--- config.mk ---
export PLATFORM = sky130hd
export DESIGN_NAME = fetch_unit
export DESIGN_NICKNAME = d
export VERILOG_FILES = /design/src/rtl/fetch_unit.sv
export SDC_FILE = /design/constraint.sdc
export NUM_CORES = 1
export LEC_CHECK = 0
export ABC_AREA = 1
export BUFFER_PORTS_ARGS = -buffer_cell sky130_fd_sc_hd__buf_2
export CAP_MARGIN = 20
export CORE_MARGIN = 2
export CORE_UTILIZATION = 62
export DETAILED_ROUTE_END_ITERATION = 12
export PLACE_DENSITY = 0.81
export RECOVER_POWER = 50
export SLEW_MARGIN = 20
export SYNTH_ARGS = -nofsm -noshare
export SYNTH_HDL_FRONTEND = slang
export SYNTH_SLANG_ARGS = --single-unit
--- constraint.sdc ---
create_clock -name clk_i -period 8.45 [get_ports clk_i]
set_input_delay 0.845 -clock clk_i [delete_from_list [all_inputs] [get_ports clk_i]]
set_output_delay 0.845 -clock clk_i [all_outputs]
set_load 0.05 [all_outputs]
--- src/rtl/fetch_unit.sv ---
// Instruction fetch front end: issues sequential word fetches, buffers responses in a
// small FIFO for the decoder, and handles redirects and misaligned-target halts.
`timescale 1ns/1ps

module fetch_unit #(
    parameter int                    ADDR_WIDTH = 32,
    parameter int                    DATA_WIDTH = 32,
    parameter logic [ADDR_WIDTH-1:0] RESET_PC   = '0,
    parameter int                    BUF_DEPTH  = 4
) (
    input  logic                  clk_i,
    input  logic                  rst_i,
    output logic                  imem_req_o,
    output logic [ADDR_WIDTH-1:0] imem_addr_o,
    input  logic                  imem_rvalid_i,
    input  logic [DATA_WIDTH-1:0] imem_rdata_i,
    input  logic                  redirect_i,
    input  logic [ADDR_WIDTH-1:0] redirect_pc_i,
    output logic                  instr_valid_o,
    input  logic                  instr_ready_i,
    output logic [DATA_WIDTH-1:0] instr_o,
    output logic [ADDR_WIDTH-1:0] instr_pc_o,
    output logic                  fetch_err_o
);

    localparam int PTR_W = (BUF_DEPTH > 1) ? $clog2(BUF_DEPTH) : 1;
    localparam int CNT_W = $clog2(BUF_DEPTH + 1);
    localparam int OCC_W = CNT_W + 1;

    localparam logic [ADDR_WIDTH-1:0] STRIDE    = ADDR_WIDTH'(DATA_WIDTH / 8);
    localparam logic [PTR_W-1:0]      LAST_PTR  = PTR_W'(BUF_DEPTH - 1);
    localparam logic [OCC_W-1:0]      DEPTH_OCC = OCC_W'(BUF_DEPTH);

    typedef enum logic {RUN, HALT} state_t;

    state_t                state;
    logic [ADDR_WIDTH-1:0] fetch_pc;
    logic [ADDR_WIDTH-1:0] req_pc;
    logic                  outstanding;
    logic                  discard;
    logic                  post_rst;
    logic [CNT_W-1:0]      count;
    logic [PTR_W-1:0]      rd_ptr;
    logic [PTR_W-1:0]      wr_ptr;
    logic [ADDR_WIDTH-1:0] pc_mem    [BUF_DEPTH];
    logic [DATA_WIDTH-1:0] instr_mem [BUF_DEPTH];

    logic             running;
    logic             misaligned;
    logic [OCC_W-1:0] occupancy;
    logic             push;
    logic             pop;

    function automatic logic [PTR_W-1:0] ptr_inc(input logic [PTR_W-1:0] ptr);
        return (ptr == LAST_PTR) ? '0 : ptr + PTR_W'(1);
    endfunction

    always_comb begin
        running       = (state == RUN) && !rst_i;
        misaligned    = (redirect_pc_i[1:0] != 2'b00);
        // An in-flight response already owns a buffer slot, so it counts against capacity.
        occupancy     = OCC_W'(count) + OCC_W'(outstanding);
        imem_req_o    = running && !redirect_i && (occupancy < DEPTH_OCC);
        imem_addr_o   = fetch_pc;
        instr_valid_o = running && (count != '0);
        instr_o       = instr_mem[rd_ptr];
        instr_pc_o    = pc_mem[rd_ptr];
        pop           = instr_valid_o && instr_ready_i;
        // The first cycle after reset may still see a response to a pre-reset request.
        push          = running && imem_rvalid_i && !redirect_i && !discard && !post_rst;
        fetch_err_o   = (state == HALT);
    end

    // NOTE: state registers use non-blocking assignments so every flop samples pre-edge values.
    always_ff @(posedge clk_i) begin
        post_rst <= rst_i;
        if (rst_i) begin
            state       <= RUN;
            fetch_pc    <= RESET_PC;
            outstanding <= 1'b0;
            discard     <= 1'b0;
            count       <= '0;
            rd_ptr      <= '0;
            wr_ptr      <= '0;
        end else begin
            outstanding <= imem_req_o || (outstanding && !imem_rvalid_i);
            if (imem_rvalid_i) discard <= 1'b0;
            if (imem_req_o) fetch_pc <= fetch_pc + STRIDE;

            case (state)
                RUN: begin
                    if (redirect_i) begin
                        count  <= '0;
                        rd_ptr <= '0;
                        wr_ptr <= '0;
                        if (misaligned) begin
                            state <= HALT;
                        end else begin
                            fetch_pc <= redirect_pc_i;
                            // Only a response still to come after this cycle must be dropped.
                            discard  <= outstanding && !imem_rvalid_i;
                        end
                    end else begin
                        if (push) wr_ptr <= ptr_inc(wr_ptr);
                        if (pop) rd_ptr <= ptr_inc(rd_ptr);
                        case ({push, pop})
                            2'b10:   count <= count + CNT_W'(1);
                            2'b01:   count <= count - CNT_W'(1);
                            default: ;
                        endcase
                    end
                end
                HALT: begin
                    count  <= '0;
                    rd_ptr <= '0;
                    wr_ptr <= '0;
                end
                default: state <= RUN;
            endcase
        end
    end

    // NOTE: buffer storage and the request PC carry no reset; count and pointers gate every read.
    always_ff @(posedge clk_i) begin
        if (imem_req_o) req_pc <= fetch_pc;
        if (push) begin
            pc_mem[wr_ptr]    <= req_pc;
            instr_mem[wr_ptr] <= imem_rdata_i;
        end
    end

endmodule

==> results.cfg <==
[outcome]
outcome = finished, violations left
violations = max-capacitance violations, max-slew violations

[clock_network]
cts_setup_buffers = 0
ctsHoldBuffers = 0
numCtsBuffers = 35
clock_latency_ns = 0.50
cts_root_buf = clkbuf_16
path_clk_slew_ns = 0.06
cts_tree = built
cts_sinks = 333
cts_resized = 0
cts_buffer_depth = 3
htreeDepth = 2

[synth]
yosysTopAreaCell = edfxtp_1
synth_top_area_share_pct = 65.9
synth_ff_type = edfxtp_1
netlist_area_um2 = 13100
syn_nets = 1137
ys_types = 39
ys.warnings.count = 0
synth-async-reset-ratio_pct = 0
yosysSeqAreaShare_pct = 72.7
ys_ff_latch = 333
synth.area.top_cells = edfxtp_1 (66%), dfxtp_1 (6.9%), o21ai_0 (6.1%)
postSynthCellCount = 1060
avgSynthCellArea_um2 = 12.4
synth-edff-count = 288

[die]
core_area_um2 = 20900
die_area_um2 = 22400
io_pins = 168
initial_core_util_pct = 62.9
fp.dieH_um = 150
rows = 53
die_x_um = 150

[place]
finalWeightedCongestion = 0.832
io_buffers = 167
hpwlAfterDp_um = 15500

[detailed_routing]
wl_met1_um = 11100
ant_nets = 0
highest_layer = met4
wl_um = 26800
firstDrtPassIters = 7
avgRoutedWirePerCell_um = 17.6
viasPerCell = 5.67
drt_iter0_markers = 545
drcViolationCount = 0
wl_met3_um = 2290
vias = 8629
dr_wl_met2_um = 13000

[global_routing]
grt_pass1_wl_um = 42100
antenna_found_initial = 0
grt_max_degree = 93
overflow = 0
grt_pass1_vias = 8280
grt_usage_pct = 24.2

[power]
power.density_nw_per_um2 = 227
total_leakage_power_uw = 0.00558
vdd_drop_max_mv = 0.166
power_uw = 3470

[worst_setup_path]
cp.required_ns = 7.61
end_kind = output port
path_max_fanout = 44
arrival_ns = 4.41
cpMaxStageDelayCell = clkbuf_1
crit_top_cell = clkbuf_1
path_class = input pin to output port
crit_chain = clkbuf_1 > inv_1 > nand3_1 > nor2_4 > clkbuf_1 > buf_2
critical_path.max_stage_delay_ns = 1.76
cp-start-kind = input pin

[timing]
min_period_over_period_pct = 62.2
grt_setup_unrepaired = false
slew_headroom_pct = -65.2
max_freq_mhz = 190
fin_skew_ns = 0.00934
finalCriticalPeriod_ns = 5.26
worst_pin_slew_ns = 2.48
final_max_slew_viol_count = 107
hold_viol_final = 0
setup_tns_ns = 0
setup_viol = 0

[job]
cap_violations = 2

[layout]
n_antenna_cell = 0
syn_to_final_growth_pct = 16.2
final_nets = 1300
fill_cells = 1406
drive_above_1_share_pct = 17.2

[hold_path]
hp-class = flop to flop
[area by class of cell]
class	instances	area [um^2]	share of cell area (%)
multi-input cells	605	3130	20.5
inverters	71	268	1.75
clock buffers	40	937	6.14
flip-flops and latches	333	9550	62.6
clock inverters	21	203	1.33
repair buffers	177	835	5.47
well taps	275	344	2.25
[placed cells by master, fill, tap and decap left out, drive strengths merged]
| cell type | instances |
|---|---|
| bufinv | 4 |
| xnor2 | 3 |
| or2 | 4 |
| a21oi | 18 |
| inv | 72 |
| nand2 | 96 |
| a211oi | 1 |
| o21bai | 10 |
| edfxtp | 288 |
| o211a | 1 |
| ha | 7 |
| o211ai | 3 |
| fa | 1 |
| nand3 | 33 |
| nor3 | 13 |
| a31oi | 1 |
| nand4 | 6 |
| buf | 120 |
| dfxtp | 45 |
| clkinv | 16 |
| nor2 | 172 |
| xor2 | 8 |
| o21ai | 162 |
| o22ai | 64 |
| nand3b | 2 |
| clkbuf | 97 |
[cells by family (layout without fill, tap and decap cells)]
kind of cell	after synthesis	in the layout	share of synthesized area [%]
compound gates	260	260	10.9
xor+xnor	11	11	0.734
fa+ha+maj	8	8	0.819
buf+inv	122	309	3.68
flops	333	333	72.7
simple gates	326	326	11.2
[metal layers]
| metal | GRT usage, % | vias to the layer above |
|---|---|---|
| li1 | - | 4121 |
| met1 | 32.1 | 4080 |
| met2 | 40.6 | 380 |
| met3 | 5.64 | 48 |
| met4 | 6.67 | 0 |
| met5 | 0 | - |
[worst max-delay path, delay by kind of cell]
family | cells | cell delay [ns]
AND/OR/NAND/NOR | 2 | 0.37
buffers and inverters | 4 | 3.16
[sequential cells by signal, summed over array words and instances (netlist names), 2 cells and up, named ones only]
signal / flops
count: 3
imem_addr_o: 32
wr_ptr: 2
req_pc: 32
rd_ptr: 2
instr_mem: 128
pc_mem: 128
[report_power, final]
part	internal (uW)	switching, uW	total [uW]
Combinational	32.8	95.9	129
Sequential	1810	24.9	1830
Clock	917	592	1510
Total	2760	713	3470
[stage by stage]
| stage | hold WS, ns | cell area [um^2] | worst slack, ns | cells | utilization (%) |
|---|---|---|---|---|---|
| after floorplan | 0.451 | 13100 | 3.88 | 1060 | - |
| after global placement | 0.476 | 14200 | 4.94 | 1461 | 68.0 |
| after detailed placement | 0.473 | 14200 | 4.89 | 1461 | 68.0 |
| after CTS | 0.487 | 15300 | 4.57 | 1522 | 73.5 |
| after global routing | 0.504 | 15300 | 2.87 | 1522 | 73.1 |
| final | 0.479 | 15300 | 3.19 | 1522 | 73.1 |
[cell usage after synthesis (2+ instances only)]
cell / instances
a21oi_1: 17
buf_2: 8
clkbuf_1: 40
dfxtp_1: 45
edfxtp_1: 288
ha_1: 7
inv_1: 66
inv_2: 4
nand2_1: 90
nand2_2: 4
nand2_4: 2
nand3_1: 27
nand3_2: 4
nand3_4: 2
nand3b_1: 2
nand4_1: 5
nor2_1: 157
nor2_2: 10
nor2_4: 5
nor3_1: 12
o211ai_1: 3
o21ai_0: 161
o21bai_1: 10
o22ai_1: 64
or2_2: 4
xnor2_1: 3
xor2_1: 8
[path summary, 6_finish.rpt]
| path | startpoint | end | slack (ns) | depth (start not counted) |
|---|---|---|---|---|
| worst max-delay path | rst_i | imem_req_o | 3.19 | 6 |
| worst min-delay path | imem_addr_o[0]$_SDFFE_PP0P_ | req_pc[0]$_DFFE_PP_ | 0.48 | 0 |
| worst max register to register | fetch_err_o$_SDFF_PP0_ | imem_addr_o[25]$_SDFF_PP0_ | 4.76 | 11 |
| worst min register to register | imem_addr_o[0]$_SDFFE_PP0P_ | req_pc[0]$_DFFE_PP_ | 0.48 | 0 |
Power figures use the tool's default switching activity.
